`src/rtl/game_flow_ctrl_if.sv`:
```
// Bundle of the game-flow controller's control inputs and status outputs.
// The master side drives the input events; the slave side is the controller.
interface game_flow_ctrl_if;
  logic        I_vs;
  logic        I_start;
  logic        I_hit;
  logic        I_lose;
  logic        O_run;
  logic        O_ball_reset;
  logic [3:0]  O_ball_speed;
  logic [3:0]  O_bar_speed;
  logic [15:0] O_score;
  logic [1:0]  O_lives;
  logic [2:0]  O_state;
  logic        O_game_over;

  modport master (
    output I_vs, I_start, I_hit, I_lose,
    input  O_run, O_ball_reset, O_ball_speed, O_bar_speed,
    input  O_score, O_lives, O_state, O_game_over
  );

  modport slave (
    input  I_vs, I_start, I_hit, I_lose,
    output O_run, O_ball_reset, O_ball_speed, O_bar_speed,
    output O_score, O_lives, O_state, O_game_over
  );
endinterface

```
`src/rtl/game_flow_ctrl.sv`:
```
// Ball game flow FSM: serve/play/lost/over, BCD score, lives and speed ramp.
// Optional PAUSE state (encoding 5) enabled by defining GAME_FLOW_PAUSE_EN.
module game_flow_ctrl #(
  parameter int LIVES_INIT     = 3,
  parameter int SERVE_FRAMES   = 60,
  parameter int SPEEDUP_HITS   = 5,
  parameter int SPEED_INIT     = 3,
  parameter int SPEED_MAX      = 8,
  parameter int BAR_SPEED_INIT = 4
) (
  input logic I_clk,
  input logic I_rst,
  game_flow_ctrl_if.slave bus
);

  typedef enum logic [2:0] {
    S_IDLE  = 3'd0,
    S_SERVE = 3'd1,
    S_PLAY  = 3'd2,
    S_LOST  = 3'd3,
`ifdef GAME_FLOW_PAUSE_EN
    S_OVER  = 3'd4,
    S_PAUSE = 3'd5
`else
    S_OVER  = 3'd4
`endif
  } state_t;

  localparam logic [7:0] FR_LAST  = 8'(SERVE_FRAMES - 1);
  localparam logic [3:0] HIT_LAST = 4'(SPEEDUP_HITS - 1);
  localparam logic [3:0] SP_INIT  = 4'(SPEED_INIT);
  localparam logic [3:0] SP_MAX   = 4'(SPEED_MAX);
  localparam logic [3:0] BAR_INIT = 4'(BAR_SPEED_INIT);
  localparam logic [1:0] LV_INIT  = 2'(LIVES_INIT);

  // bit order: 0=vs 1=start 2=hit 3=lose
  logic [3:0]  r_sync1, r_sync2, r_prev;
  logic        r_tick, r_start, r_hit, r_lose;

  state_t      r_state, w_state;
  logic [1:0]  r_lives, w_lives;
  logic [15:0] r_score, w_score;
  logic [3:0]  r_speed, w_speed;
  logic [3:0]  r_hcnt, w_hcnt;
  logic [7:0]  r_fcnt, w_fcnt;
  logic [3:0]  r_bar;
  logic        r_run, r_brst, r_over;
  logic        w_run, w_brst;

  function automatic logic [15:0] bcd_inc(input logic [15:0] v);
    logic [15:0] r;
    logic        c;
    r = v;
    c = 1'b1;
    if (v != 16'h9999) begin
      for (int i = 0; i < 4; i++) begin
        if (c) begin
          if (r[i*4 +: 4] == 4'd9) begin
            r[i*4 +: 4] = 4'd0;
          end else begin
            r[i*4 +: 4] = r[i*4 +: 4] + 4'd1;
            c = 1'b0;
          end
        end
      end
    end
    return r;
  endfunction

  function automatic logic [3:0] bar_of(input logic [3:0] s);
    logic [4:0] t;
    t = 5'(BAR_SPEED_INIT) + 5'(s) - 5'(SPEED_INIT);
    return (t > 5'd15) ? 4'd15 : t[3:0];
  endfunction

  always_comb begin
    w_state = r_state;
    w_lives = r_lives;
    w_score = r_score;
    w_speed = r_speed;
    w_hcnt  = r_hcnt;
    w_fcnt  = r_fcnt;
    unique case (r_state)
      S_IDLE, S_OVER: begin
        if (r_start) begin
          w_lives = LV_INIT;
          w_score = 16'h0000;
          w_speed = SP_INIT;
          w_hcnt  = 4'd0;
          w_fcnt  = 8'd0;
          w_state = S_SERVE;
        end
      end
      S_SERVE: begin
        if (r_tick) begin
          if (r_fcnt == FR_LAST) begin
            w_fcnt  = 8'd0;
            w_state = S_PLAY;
          end else begin
            w_fcnt = r_fcnt + 8'd1;
          end
        end
      end
      S_PLAY: begin
        if (r_lose) begin
          w_lives = r_lives - 2'd1;
          w_fcnt  = 8'd0;
          w_state = S_LOST;
`ifdef GAME_FLOW_PAUSE_EN
        end else if (r_start) begin
          w_state = S_PAUSE;
`endif
        end else if (r_hit) begin
          w_score = bcd_inc(r_score);
          if (r_hcnt == HIT_LAST) begin
            w_hcnt = 4'd0;
            if (r_speed != SP_MAX) w_speed = r_speed + 4'd1;
          end else begin
            w_hcnt = r_hcnt + 4'd1;
          end
        end
      end
      S_LOST: begin
        if (r_tick) begin
          if (r_fcnt == FR_LAST) begin
            w_fcnt  = 8'd0;
            w_speed = SP_INIT;
            w_hcnt  = 4'd0;
            w_state = (r_lives == 2'd0) ? S_OVER : S_SERVE;
          end else begin
            w_fcnt = r_fcnt + 8'd1;
          end
        end
      end
`ifdef GAME_FLOW_PAUSE_EN
      S_PAUSE: begin
        if (r_start) w_state = S_PLAY;
      end
`endif
      default: w_state = S_IDLE;
    endcase
    w_run  = (w_state == S_PLAY);
`ifdef GAME_FLOW_PAUSE_EN
    w_brst = (w_state != S_PLAY) && (w_state != S_PAUSE);
`else
    w_brst = (w_state != S_PLAY);
`endif
  end

  always_ff @(posedge I_clk) begin
    if (I_rst) begin
      r_sync1 <= 4'd0;
      r_sync2 <= 4'd0;
      r_prev  <= 4'd0;
      r_tick  <= 1'b0;
      r_start <= 1'b0;
      r_hit   <= 1'b0;
      r_lose  <= 1'b0;
      r_state <= S_IDLE;
      r_lives <= LV_INIT;
      r_score <= 16'h0000;
      r_speed <= SP_INIT;
      r_hcnt  <= 4'd0;
      r_fcnt  <= 8'd0;
      r_bar   <= BAR_INIT;
      r_run   <= 1'b0;
      r_brst  <= 1'b1;
      r_over  <= 1'b0;
    end else begin
      r_sync1 <= {bus.I_lose, bus.I_hit, bus.I_start, bus.I_vs};
      r_sync2 <= r_sync1;
      r_prev  <= r_sync2;
      r_tick  <= r_prev[0] & ~r_sync2[0];
      r_start <= r_sync2[1] & ~r_prev[1];
      r_hit   <= r_sync2[2] & ~r_prev[2];
      r_lose  <= r_sync2[3] & ~r_prev[3];
      r_state <= w_state;
      r_lives <= w_lives;
      r_score <= w_score;
      r_speed <= w_speed;
      r_hcnt  <= w_hcnt;
      r_fcnt  <= w_fcnt;
      r_bar   <= bar_of(w_speed);
      r_run   <= w_run;
      r_brst  <= w_brst;
      r_over  <= (w_state == S_OVER);
    end
  end

  assign bus.O_run        = r_run;
  assign bus.O_ball_reset = r_brst;
  assign bus.O_ball_speed = r_speed;
  assign bus.O_bar_speed  = r_bar;
  assign bus.O_score      = r_score;
  assign bus.O_lives      = r_lives;
  assign bus.O_state      = r_state;
  assign bus.O_game_over  = r_over;

endmodule

```
`src/flat_wrapper.sv`:
```
// flat-port wrapper written by rule: the top's interface ports become plain ports
module game_flow_ctrl_flat 
#(
  parameter int LIVES_INIT     = 3,
  parameter int SERVE_FRAMES   = 60,
  parameter int SPEEDUP_HITS   = 5,
  parameter int SPEED_INIT     = 3,
  parameter int SPEED_MAX      = 8,
  parameter int BAR_SPEED_INIT = 4
)
  (I_clk, I_rst, bus_I_vs, bus_I_start, bus_I_hit, bus_I_lose, bus_O_run, bus_O_ball_reset, bus_O_ball_speed, bus_O_bar_speed, bus_O_score, bus_O_lives, bus_O_state, bus_O_game_over);
  game_flow_ctrl_if bus_i ();
  input logic I_clk;
  input logic I_rst;
  input wire logic [$bits(bus_i.I_vs)-1:0] bus_I_vs;
  input wire logic [$bits(bus_i.I_start)-1:0] bus_I_start;
  input wire logic [$bits(bus_i.I_hit)-1:0] bus_I_hit;
  input wire logic [$bits(bus_i.I_lose)-1:0] bus_I_lose;
  output wire logic [$bits(bus_i.O_run)-1:0] bus_O_run;
  output wire logic [$bits(bus_i.O_ball_reset)-1:0] bus_O_ball_reset;
  output wire logic [$bits(bus_i.O_ball_speed)-1:0] bus_O_ball_speed;
  output wire logic [$bits(bus_i.O_bar_speed)-1:0] bus_O_bar_speed;
  output wire logic [$bits(bus_i.O_score)-1:0] bus_O_score;
  output wire logic [$bits(bus_i.O_lives)-1:0] bus_O_lives;
  output wire logic [$bits(bus_i.O_state)-1:0] bus_O_state;
  output wire logic [$bits(bus_i.O_game_over)-1:0] bus_O_game_over;
  assign bus_i.I_vs = bus_I_vs;
  assign bus_i.I_start = bus_I_start;
  assign bus_i.I_hit = bus_I_hit;
  assign bus_i.I_lose = bus_I_lose;
  assign bus_O_run = bus_i.O_run;
  assign bus_O_ball_reset = bus_i.O_ball_reset;
  assign bus_O_ball_speed = bus_i.O_ball_speed;
  assign bus_O_bar_speed = bus_i.O_bar_speed;
  assign bus_O_score = bus_i.O_score;
  assign bus_O_lives = bus_i.O_lives;
  assign bus_O_state = bus_i.O_state;
  assign bus_O_game_over = bus_i.O_game_over;
  game_flow_ctrl #(.LIVES_INIT(LIVES_INIT), .SERVE_FRAMES(SERVE_FRAMES), .SPEEDUP_HITS(SPEEDUP_HITS), .SPEED_INIT(SPEED_INIT), .SPEED_MAX(SPEED_MAX), .BAR_SPEED_INIT(BAR_SPEED_INIT)) u_core (.I_clk(I_clk), .I_rst(I_rst), .bus(bus_i));
endmodule
```
`config.mk`:
```
export PLATFORM = sky130hd
export DESIGN_NAME = game_flow_ctrl_flat
export DESIGN_NICKNAME = d
export VERILOG_FILES = /design/src/rtl/game_flow_ctrl_if.sv /design/src/rtl/game_flow_ctrl.sv /design/src/flat_wrapper.sv
export SDC_FILE = /design/constraint.sdc
export NUM_CORES = 1
export LEC_CHECK = 0
export CAP_MARGIN = 10
export CORE_UTILIZATION = 55
export CTS_CLUSTER_SIZE = 25
export DETAILED_ROUTE_END_ITERATION = 8
export GPL_ROUTABILITY_DRIVEN = 0
export GPL_TIMING_DRIVEN = 0
export PLACE_DENSITY_LB_ADDON = 0.1
export SETUP_SLACK_MARGIN = 0.4
export SYNTH_ARGS = -nofsm -noshare
export SYNTH_HDL_FRONTEND = slang
export SYNTH_SLANG_ARGS = --single-unit
```
`constraint.sdc`:
```
create_clock -name I_clk -period 6.5 [get_ports I_clk]
set_clock_uncertainty 0.2 [all_clocks]
set_input_delay 0.975 -clock I_clk [delete_from_list [all_inputs] [get_ports I_clk]]
set_output_delay 0.975 -clock I_clk [all_outputs]
set_load 0.1 [all_outputs]
```
# Word-level counts from Yosys, hierarchy flattened
# Cells that the tools add are included.
# op_classes
n_addsub	10
mul	0
div	0
magnitude_cmp	1
eq_ne	26
n_shift	0
mux	61
bitwise_logic	8
reduce_logical	15
# op_table
op	n
4-bit 2-to-1 mux	21
16-bit 2-to-1 mux	4
8-bit 2-to-1 mux	4
16-bit one-hot mux with 2 select lines	1
4-bit by 1-bit adder with 4-bit output (second input constant)	6
4-bit one-hot mux with 3 select lines	2
8-bit one-hot mux with 3 select lines	1
6-bit AND reduction	4
3-bit 2-to-1 mux	7
2-bit by 1-bit inequality test with 1-bit output (second input constant)	10
1-bit 2-to-1 mux	17
4-bit == test (second input constant)	4
16-bit inequality test (second input constant)	1
3-bit one-hot mux with 4 select lines	1
3-bit by 2-bit == test with 1-bit output (second input constant)	3
8-bit by 1-bit adder with 8-bit output (second input constant)	1
8-bit by 6-bit == test with 1-bit output (second input constant)	1
3-bit == test (second input constant)	2
3-bit nonzero test	2
2-bit OR reduction	3
3-bit by 4-bit adder with 5-bit output (first input constant)	1
5-bit by 4-bit greater-than comparator with 1-bit output (second input constant)	1
5-bit AND reduction	1
5-bit by 2-bit subtractor with 5-bit output (second input constant)	1
other kinds (15)	22
# word_totals
regBits	60
latchBits	0
ram_bits	0
rom_bits	0
input_bits	6
out_inout_bits	32
memories	0

# Logic depth before layout (Yosys ltp)
# Gate-level depths: netlist of the first run.
# depth
ltp_word	21
depth_mapped	10

# Worst setup path after synthesis of the first run
# No wires, ideal clock.
# synth_path
path_kind	register -> register
from	register u_core.r_state[1] (netlist: u_core.bus.O_state[1])
to	register u_core.r_bar[3] (netlist: u_core.bus.O_bar_speed[3])
setup_ns	0.121
arrival_ns	2.670
t_required_ns	6.179
path_slack_ns	3.509
stages_incl_launch_ff	10
n_path_buf	1
synth_period_minus_slack_ns	2.991
cell_sequence	dfxtp_1 or3b_1 buf_6 nor3_4 mux2i_1 nand3_2 ha_1 inv_1 a21oi_1 mux2_4
# synth_via
elab_chain_len	7
word_cells_on_any_way	10
classes_between	add/sub (2); order compare (1); eq/ne (3); mux (2); reduce/logical (2)
# synth_rtl
element	line_no	rtl
from (decl)	game_flow_ctrl.sv:40	state_t r_state, w_state;
from (signal assigned)	game_flow_ctrl.sv:177	r_state <= w_state;
3-bit == test or 3-bit zero test (tied branches)	game_flow_ctrl.sv:83	unique case (r_state)
2-bit OR reduction	game_flow_ctrl.sv:83	
4-bit one-hot mux with 3 select lines (*)	game_flow_ctrl.sv:83	
via u_core.w_speed[1]	game_flow_ctrl.sv:43	logic [3:0] r_speed, w_speed;
3-bit by 4-bit adder with 5-bit output (*)	game_flow_ctrl.sv:72	t = 5'(BAR_SPEED_INIT) + 5'(s) - 5'(SPEED_INIT);
5-bit by 2-bit subtractor with 5-bit output (*)	game_flow_ctrl.sv:72	
5-bit by 4-bit greater-than comparator with 1-bit output	game_flow_ctrl.sv:73	return (t > 5'd15) ? 4'd15 : t[3:0];
4-bit 2-to-1 mux (*)	game_flow_ctrl.sv:73	
to (signal assigned)	game_flow_ctrl.sv:183	r_bar <= bar_of(w_speed);
to (decl)	game_flow_ctrl.sv:46	logic [3:0] r_bar;
# The timed path passes the listed nets; every way through them passes the cells marked *.
# A chain may end at the register's enable or synchronous reset.

# Worst setup path in the final report of the first run
# layout_path
from	register u_core.r_speed[3] (netlist: u_core.bus.O_ball_speed[3])
to	output port bus_O_ball_speed[3]
# layout_rtl
element	line_no	rtl
from (decl)	game_flow_ctrl.sv:43	
from (signal assigned)	game_flow_ctrl.sv:180	r_speed <= w_speed;
to (decl)	flat_wrapper.sv:21	output wire logic [$bits(bus_i.O_ball_speed)-1:0] bus_O_ball_speed;
# No word-level cell between the ends.

==> metrics.txt, run 1 <==
FF-to-FF End=u_core.bus.O_bar_speed[3]$_SDFF_PP0_; Detail Placement HPWL=3980 µm; Root Buffer Master=clkbuf_8; outcome=finished, final reports clean; Gate Count Post-Synth=~310; Antenna Cells=0; hold buffer count at CTS=0; Die ar.=between 5000 and 6000 µm²; vias in the first global route=2100; RSZ-0062 raised after global routing=false; Lkg Pwr=about 1.4 nW; Die Y=between 70 and 80 µm; largest net degree at the start of global routing=11; CP Launch Type=flip-flop; data required time of the worst path=roughly 5.3 ns; Final Hold Vio Count=0; Reg2Reg Depth=9; share of cells above drive strength 1=0.0956; via count=2289; grt total ovfl=0; Synth Flop Type=dfxtp_1; power density cells=between 200 and 250 nW/µm²; r2r setup slk=3.96 ns; Syn Area/Cell=between 9 and 10 µm²; Resized cells post-CTS=0; routed len/inst=13.2 µm; Initial Utilization=0.585; area post-placement=about 3300 µm²; critical path capture point type=output pin; Placed Cells=between 400 and 500; Synth area leaders=dfxtp_1 43%, ha_1 7.1%, nor2_1 5.1%, nor2b_1 4.4%, a21oi_1 3.4%; syn nets=about 340; most common cell after layout, fill and taps aside=dfxtp_1; first-pass GRT wire length=approximately 9400 µm; Setup violations, final=0; worst-margin pin slew=just under 1 ns; kind of cell adding the most delay to the critical path=buffers and inverters; Fmax=between 300 and 400 MHz; Finished Cell Area=about 3500 µm²; clock buffer depth=2; CP Max Fanout=7; via/cell ratio=about 5.3; critical path cell sequence=clkdlybuf4s50_1; Seq/Total Area, Yosys=0.426; NumNets Final=roughly 380; Final Cycle Share=0.487; Worst Path Buf+Inv=1; Crit. path cell count=1; final cell count without fillers=around 430; clk slew on worst S/H paths=about 0.070 ns; setup TNS=0 ns; Synth Warn #=0; reg-to-reg startpoint=u_core.bus.O_state[1]$_SDFF_PP0_; top cell type's share of synthesized area=0.426; num ports=38; initial antenna violation count=0; GRT Total Usage=0.231; commonest cells after routing, fill and taps aside=60 x dfxtp_1, 38 x nor2_1, 37 x clkdlybuf4s50_1; synthesized flop and latch total=60; clk_lat worst skew=~0.34 ns; Final Max Slew Viols=0; Die Width=~74 µm; Post-synth EDFFs=0; WL final=5700 µm; cts bufs inserted=9; CP Class=flip-flop to output pin; area grow syn2layout=25.0%; DRC=0; CTS tree=done; Cell Rows=25; relative slew slack=0.339; Data arrival, critical path=about 2 ns; CP max stage delay=1.18 ns; core outline area=just under 5000 µm²; post-CTS setup repair buffer count=0; Yosys cell types=a little over 50; slowest cell on the critical path=clkdlybuf4s50_1; worst min path class=flip-flop to flip-flop; max-cap viol count=0; Max VDD drop=between 0.1 and 0.15 mV; Final ANT Viol Nets=0; drt first-iter violations=a little under 90; min Tclk post-route=~3.2 ns; Synth Cell Area=2820 µm²; clock sinks=60; Yosys top cell by area=dfxtp_1; H-tree Lvls=3; number of buffers added on ports=37; Async SR Flop Fraction=0; worst hold start=u_core.r_prev[1]$_SDFF_PP0_; hold endpoint=u_core.r_start$_SDFF_PP0_; drt pass-1 iters=4; Hold Path Cell Cnt=1
==> routing by layer <==
metal / track usage / up-vias / routed length [µm]
met5: 0 / - / 0
met1: 0.291 / 1032 / 2650
met3: 0.0508 / 19 / 287
met4: 0.130 / 0 / 154
li1: - / 1175 / -
met2: 0.366 / 63 / 2610
==> through the flow <==
stage	hold slack [ns]	total power [mW]	util	setup WS [ns]
after global routing	0.193	0.856	0.732	3.25
after floorplan	0.167	0.409	-	3.51
after global placement	0.172	0.419	0.680	3.58
final	0.183	0.829	0.732	3.33
after CTS	0.183	0.833	0.732	3.34
after detailed placement	0.172	0.420	0.680	3.59
==> synth_stat cells, types with 2 or more instances <==
master,instances
a211oi_1,2
dfxtp_1,60
nand3b_1,8
nor2_1,38
xor2_1,7
nor3b_1,2
nand2_1,14
nand2b_1,6
nor3_1,6
a21oi_1,19
o21ai_2,2
nor2b_1,20
or3_1,2
nand4_1,7
nand3_2,2
a21o_1,2
buf_2,3
nand3_1,14
o21ai_0,11
ha_1,16
and3_1,6
and3b_1,4
clkbuf_1,5
or2_2,3
inv_1,19
xnor2_1,10
==> cell type report <==
| cell class | instances | area, µm² |
|---|---|---|
| Buffer | 9 | 45.0 |
| Sequential cell | 60 | 1200 |
| Clock inverter | 4 | 95.1 |
| Inverter | 19 | 71.3 |
| Clock buffer | 12 | 155 |
| Tap cell | 67 | 83.8 |
| Timing Repair Buffer | 37 | 370 |
| Multi-Input combinational cell | 225 | 1500 |
| Fill cell | 419 | 1290 |
==> report_power, final <==
part / switching, mW / internal [mW]
clock network: 0.142 / 0.275
logic: 0.0234 / 0.0119
registers: 0.00348 / 0.373
==> state kept, by name, summed over array words and instances, names as in the netlist, 2 cells and up <==
signal / cells
u_core.r_sync1: 4
u_core.r_hcnt: 4
u_core.r_sync2: 4
u_core.bus.O_ball_speed: 4
u_core.bus.O_score: 16
u_core.r_prev: 4
u_core.bus.O_lives: 2
u_core.bus.O_state: 3
u_core.r_fcnt: 8
u_core.bus.O_bar_speed: 4
==> how the worst max path moves through the flow <==
stage,from,to,slack (ns)
2_1_floorplan,u_core.bus.O_state[1]$_SDFF_PP0_,u_core.bus.O_bar_speed[3]$_SDFF_PP0_,3.51
3_3_place_gp,I_rst,u_core.bus.O_bar_speed[2]$_SDFF_PP1_,3.58
3_5_place_dp,I_rst,u_core.bus.O_bar_speed[2]$_SDFF_PP1_,3.59
4_1_cts,u_core.bus.O_ball_speed[0]$_SDFF_PP1_,bus_O_ball_speed[0],3.34
5_1_grt,u_core.bus.O_ball_speed[0]$_SDFF_PP1_,bus_O_ball_speed[0],3.25
6_report,u_core.bus.O_ball_speed[3]$_SDFF_PP0_,bus_O_ball_speed[3],3.33
==> kinds of logic after synthesis <==
| family | synth area share |
|---|---|
| AND/OR/NAND/NOR | 0.285 |
| flip-flops | 0.426 |
| AO/OA/AOI/OAI | 0.115 |
| buffers and inverters | 0.0413 |
| XOR/XNOR | 0.0528 |
| adder cells (fa/ha/maj) | 0.0710 |
| multiplexers | 0.00887 |
No activity file was read; power rests on OpenSTA's default activity.
==> run 2: changes to the inputs <==
--- a/config.mk
+++ b/config.mk
@@ -6,7 +6,7 @@
 export NUM_CORES = 1
 export LEC_CHECK = 0
 export CAP_MARGIN = 10
-export CORE_UTILIZATION = 55
+export CORE_UTILIZATION = 54
 export CTS_CLUSTER_SIZE = 25
 export DETAILED_ROUTE_END_ITERATION = 8
 export GPL_ROUTABILITY_DRIVEN = 0
==> constraint.sdc (replaced) <==
create_clock -name I_clk -period 3 [get_ports I_clk]
set_clock_uncertainty 0.2 [all_clocks]
set_input_delay 0.45 -clock I_clk [delete_from_list [all_inputs] [get_ports I_clk]]
set_output_delay 0.45 -clock I_clk [all_outputs]
set_load 0.1 [all_outputs]
==> metrics.txt, run 2 (same netlist as run 1, synthesis figures left out) <==
kind of cell adding the most delay to the critical path=buffers and inverters; first-pass GRT wire length=9450 µm (+0.22%); DRC=0 (unchanged); GRT Total Usage=0.228 (-0.00381); max-cap viol count=0 (unchanged); CTS tree=done; reg-to-reg startpoint=u_core.bus.O_state[1]$_SDFF_PP0_; Reg2Reg Depth=9 (unchanged); worst min path class=flip-flop to flip-flop; hold buffer count at CTS=0 (unchanged); cts bufs inserted=9 (unchanged); core outline area=4880 µm² (+1.3%); data required time of the worst path=2.35 ns (-2.97 ns); relative slew slack=0.350 (+0.0110); Die Y=74.3 µm (+0.90%); Lkg Pwr=1.50 nW (+6.5%); Max VDD drop=0.348 mV (+150%); CP Launch Type=flip-flop; via/cell ratio=5.20 (-1.7%); final core occ=0.723 (-0.00912); critical path cell sequence=clkdlybuf4s50_1; hold endpoint=u_core.r_hit$_SDFF_PP0_; clock sinks=60 (unchanged); H-tree Lvls=3 (unchanged); CP Class=flip-flop to output pin; drt pass-1 iters=4 (unchanged); Final Max Slew Viols=0 (unchanged); drt first-iter violations=105 (+18%); WL final=5650 µm (-0.81%); Initial Utilization=0.578 (-0.00751); Final Cycle Share=0.845; Worst Path Buf+Inv=1 (unchanged); Die ar.=5520 µm² (+1.8%); vias in the first global route=2119 (+0.90%); initial antenna violation count=0 (unchanged); min Tclk post-route=between 2 and 3 ns; share of cells above drive strength 1=0.131 (+0.0352); FF-to-FF End=u_core.bus.O_bar_speed[3]$_SDFF_PP0_; CP max stage delay=1.16 ns (-0.02 ns); clk_lat worst skew=0.33 ns (about the same); Detail Placement HPWL=3990 µm (about the same); area grow syn2layout=25.0% (about the same); Hold Path Cell Cnt=1 (unchanged); NumNets Final=384 (+0.26%); via count=2256 (-1.4%); number of buffers added on ports=37 (unchanged); r2r setup slk=0.57 ns (-3.39 ns); Final Hold Vio Count=0 (unchanged); Fmax=~390 MHz; worst-margin pin slew=0.972 ns (-0.0165 ns); largest net degree at the start of global routing=11 (unchanged); worst hold start=u_core.r_prev[2]$_SDFF_PP0_; commonest cells after routing, fill and taps aside=49 x dfxtp_1, 38 x nor2_1, 31 x clkdlybuf4s50_1; routed len/inst=13.0 µm (-1.0%); critical path capture point type=output pin; outcome=finished, final reports clean; Data arrival, critical path=1.88 ns (-0.11 ns); grt total ovfl=0 (unchanged); clk slew on worst S/H paths=0.06 ns (about the same); slowest cell on the critical path=clkdlybuf4s50_1; clock buffer depth=2 (unchanged); Final ANT Viol Nets=0 (unchanged); CP Max Fanout=6 (-1); Antenna Cells=0 (unchanged); num ports=38 (unchanged); Root Buffer Master=clkbuf_8; RSZ-0062 raised after global routing=false; setup TNS=0 ns (unchanged); Pwr Total=1.69 mW (+100%); max FFs per register=16 (unchanged); most common cell after layout, fill and taps aside=dfxtp_1; power density cells=479 nW/µm² (+100%); Cell Rows=25 (unchanged); Setup violations, final=0 (unchanged); Die Width=74.3 µm (+0.90%)
==> run 2: cell types whose count changed in the layout (fill, tap and decap cells not counted), sizes merged <==
cell,previous run,this run
dlygate4sd2,0,1
clkinv,1,3
bufinv,3,2
buf,4,5
clkbuf,17,16
clkdlybuf4s50,37,31
dlymetal6s2s,0,5
==> run 2: layer usage <==
metal	up-vias	share of wire	global-route usage
met2	45	0.46	0.364
met1	1031	0.48	0.295
li1	1171	-	-
met5	-	0	0
met4	0	0.016	0.0943
met3	9	0.040	0.0556
==> run 2: worst max-delay path by stage <==
stage / startpoint / endpoint / cells past startpoint
finish: u_core.bus.O_score[2]$_SDFFE_PP0P_ / bus_O_score[2] / 1
global route: u_core.bus.O_score[2]$_SDFFE_PP0P_ / bus_O_score[2] / 1
CTS: u_core.bus.O_ball_speed[2]$_SDFF_PP0_ / bus_O_ball_speed[2] / 1
detailed placement: u_core.bus.O_state[1]$_SDFF_PP0_ / u_core.bus.O_bar_speed[3]$_SDFF_PP0_ / 9
global placement: I_rst / u_core.bus.O_bar_speed[2]$_SDFF_PP1_ / 4
floorplan: u_core.bus.O_state[1]$_SDFF_PP0_ / u_core.bus.O_bar_speed[3]$_SDFF_PP0_ / 9
==> run 2: report_power, final <==
| group | switching, mW | leakage [nW] | internal, mW | total [mW] |
|---|---|---|---|---|
| sequential | 0.00710 | 0.490 | 0.808 | 0.815 |
| combinational | 0.0517 | 0.900 | 0.0258 | 0.0775 |
| clock | 0.308 | 0.113 | 0.486 | 0.795 |
| total | 0.367 | 1.50 | 1.32 | 1.69 |
==> run 2: final cells by class <==
class | instances | area (µm²)
multi-input cells | 225 | 1510
fillers | 414 | 1350
flip-flops and latches | 60 | 1210
repair buffers | 38 | 389
clock buffers | 11 | 141
well taps | 67 | 83.8
clock inverters | 5 | 75.1
inverters | 19 | 71.3
plain buffers | 9 | 45.0
==> run 2: worst reg2reg max path: cells and delay by family, from the launching register on <==
kind | cells | cell delay [ns]
and+or+nand+nor | 3 | 0.72
muxes | 2 | 0.52
DFF | 1 | 0.38
buffers and inverters | 2 | 0.23
adders and majority gates | 1 | 0.23
AOI/OAI and AO/OA | 1 | 0.06
==> run 2: through the flow <==
step / cell area [µm²] / setup slack (ns) / std cells / hold WS [ns]
finish: 3530 / 0.466 / 434 / 0.183
global route: 3530 / 0.404 / 434 / 0.201
CTS: 3500 / 0.429 / 433 / 0.183
detailed placement: 3290 / 0.549 / 417 / 0.174
global placement: 3290 / 0.582 / 417 / 0.170
floorplan: 2830 / 0.349 / 313 / 0.167
==> run 2: what timing repair did <==
item                                   CTS  global route
gates resized for setup                  1             6
setup endpoints to repair                1             7
buffers inserted                         0             1
endpoints found under the hold margin    0             0
==> run 3: changes to the inputs <==
--- a/config.mk
+++ b/config.mk
@@ -6,7 +6,7 @@
 export NUM_CORES = 1
 export LEC_CHECK = 0
 export CAP_MARGIN = 10
-export CORE_UTILIZATION = 54
+export CORE_UTILIZATION = 49
 export CTS_CLUSTER_SIZE = 25
 export DETAILED_ROUTE_END_ITERATION = 8
 export GPL_ROUTABILITY_DRIVEN = 0
==> constraint.sdc (replaced) <==
create_clock -name I_clk -period 2.26 [get_ports I_clk]
set_clock_uncertainty 0.2 [all_clocks]
set_input_delay 0.339 -clock I_clk [delete_from_list [all_inputs] [get_ports I_clk]]
set_output_delay 0.339 -clock I_clk [all_outputs]
set_load 0.1 [all_outputs]
==> metrics.txt, run 3 (same netlist as run 1, synthesis figures left out) <==
layout filler cell count=367 (-11%); CP Launch Type=flip-flop; Final Hold Vio Count=0 (unchanged); drt first-iter violations=118 (+12%); WL final=7550 µm (+34%); hold buffer count at CTS=0 (unchanged); Pwr Total=2.13 mW (+26%); most common cell after layout, fill and taps aside=buf_4; Data arrival, critical path=2.38 ns (+0.50 ns); outcome=complete, but fails checks; Lkg Pwr=1.72 nW (+15%); Cell Rows=27 (+8.0%); area post-placement=3480 µm² (+5.8%); Clock power frac=0.439 (-0.032); clock buffer depth=2 (unchanged); Die Width=77.9 µm (+4.8%); Die Y=77.9 µm (+4.8%); Antenna Cells=0 (unchanged); min Tclk post-route=2.32 ns; worst min path class=flip-flop to flip-flop; P_int=1.60 mW (+21%); switching power=0.530 mW (+44%); clk slew on worst S/H paths=0.07 ns (about the same); H-tree Lvls=3 (unchanged); max FFs per register=16 (unchanged); number of buffers added on ports=37 (unchanged); final cell count without fillers=488 (+12%); Fmax=about 430 MHz; first-pass GRT wire length=11100 µm (+17%); Final ANT Viol Nets=0 (unchanged); worst-margin pin slew=0.548 ns (-0.424 ns); CP Max Fanout=3 (-3); commonest cells after routing, fill and taps aside=35 x buf_4, 30 x nor2_1, 30 x dfxtp_1; core outline area=5540 µm² (+14%); data required time of the worst path=2.33 ns (-0.02 ns); relative slew slack=0.636 (+0.286); critical path capture point type=flip-flop; Initial Utilization=0.509 (-0.0689); clk_lat worst skew=0.35 ns (+0.02 ns); Finished Cell Area=4350 µm² (+23%); Comb pwr share=0.061 (+0.015); Switching Share=0.249 (+0.0319); via/cell ratio=5.40 (+4.0%); largest net degree at the start of global routing=12 (+1); Final Max Slew Viols=0 (unchanged); Die ar.=6060 µm² (+9.9%); CP Class=flip-flop to flip-flop; cts bufs inserted=9 (unchanged); Root Buffer Master=clkbuf_8; Setup violations, final=3 (+3); routed len/inst=15.5 µm (+19%); vias in the first global route=2429 (+15%); DRC=0 (unchanged); setup slack after layout=-0.0561 ns (-0.522 ns); clock sinks=60 (unchanged); Detail Placement HPWL=4070 µm (+2.0%); RSZ-0062 raised after global routing=true; initial antenna violation count=0 (unchanged); Hold Slack=0.181 ns (-0.00185 ns); via count=2637 (+17%); area grow syn2layout=54.3%; num ports=38 (unchanged); Final Cycle Share=1.02; share of cells above drive strength 1=0.478 (+0.348); Sequential Power Share=0.501 (+0.018); drt pass-1 iters=4 (unchanged); Placed Cells=422 (+1.2%); violated checks=setup timing; max-cap viol count=0 (unchanged); setup TNS=-0.127 ns (-0.127 ns); CTS tree=done; NumNets Final=433 (+13%); Max VDD drop=0.458 mV (+32%); GRT Total Usage=0.237 (+0.00951); power density cells=489 nW/µm² (+2.1%); grt total ovfl=0 (unchanged)
run 3: cell count changes in the layout (fill, tap and decap cells not counted), moves of 7 or more:
| cell | before | now |
|---|---|---|
| buf_4 | 1 | 35 |
| buf_6 | 1 | 15 |
| clkdlybuf4s15_2 | 0 | 24 |
| clkdlybuf4s50_1 | 31 | 5 |
| dfxtp_1 | 49 | 30 |
| dfxtp_4 | 0 | 18 |
| ha_4 | 0 | 7 |
| nor2_1 | 38 | 30 |
run 3: power groups by stage:
stage	registers (mW)	logic, mW	clock network [mW]
finish	1.06	0.129	0.932
global route	1.07	0.138	0.990
CTS	1.06	0.119	0.951
detailed placement	1.09	0.107	0
global placement	1.09	0.106	0
floorplan	1.11	0.0487	0
run 3: routing by layer:
metal / wire, µm / GRT usage / vias up / share of wire
li1: - / - / 1270 / -
met3: 382 / 0.0588 / 14 / 0.051
met2: 3920 / 0.404 / 69 / 0.52
met4: 134 / 0.115 / 0 / 0.018
met5: 0 / 0 / - / 0
met1: 3110 / 0.276 / 1284 / 0.41
run 3: area by class of cell:
cell class              instances  area (µm²)  area share
multi-input cells             226        1860       0.427
flip-flops and latches         60        1280       0.295
repair buffers                 86         790       0.181
clock buffers                  11         163      0.0374
well taps                      72        90.1      0.0207
inverters                      19        71.3      0.0164
plain buffers                   9        66.3      0.0152
clock inverters                 5        31.3     0.00719
run 3: critical path: stages (launching register included):
cell and delay, ns:
dfxtp_4 0.35, or3b_1 0.40, buf_6 0.15, nor3_4 0.12, mux2i_1 0.25, nand3_2 0.15, buf_6 0.16, ha_1 0.28
a21oi_1 0.17
run 3: per-stage QoR:
stage,util,setup slack (ns)
floorplan,-,-0.140
CTS,0.734,0.0559
global placement,0.628,-0.116
detailed placement,0.628,-0.133
global route,0.785,-0.128
finish,0.785,-0.0561
run 3: final timing paths:
kind,end,from,slack [ns],cells past startpoint
worst max-delay path,u_core.bus.O_bar_speed[1]$_SDFF_PP0_,u_core.bus.O_state[2]$_SDFF_PP0_,-0.06,8
worst min-delay path,u_core.r_lose$_SDFF_PP0_,u_core.r_prev[3]$_SDFF_PP0_,0.18,1
worst max register to register,u_core.bus.O_bar_speed[1]$_SDFF_PP0_,u_core.bus.O_state[2]$_SDFF_PP0_,-0.06,8
worst min register to register,u_core.r_lose$_SDFF_PP0_,u_core.r_prev[3]$_SDFF_PP0_,0.18,1
run 3: timing repair:
| item | 4_1_cts | 5_1_grt |
|---|---|---|
| gates cloned | 1 | 0 |
| buffers inserted | 28 | 21 |
| pin swaps | 18 | 26 |
| endpoints found under the setup margin | 69 | 52 |
| gates resized for setup | 125 | 57 |
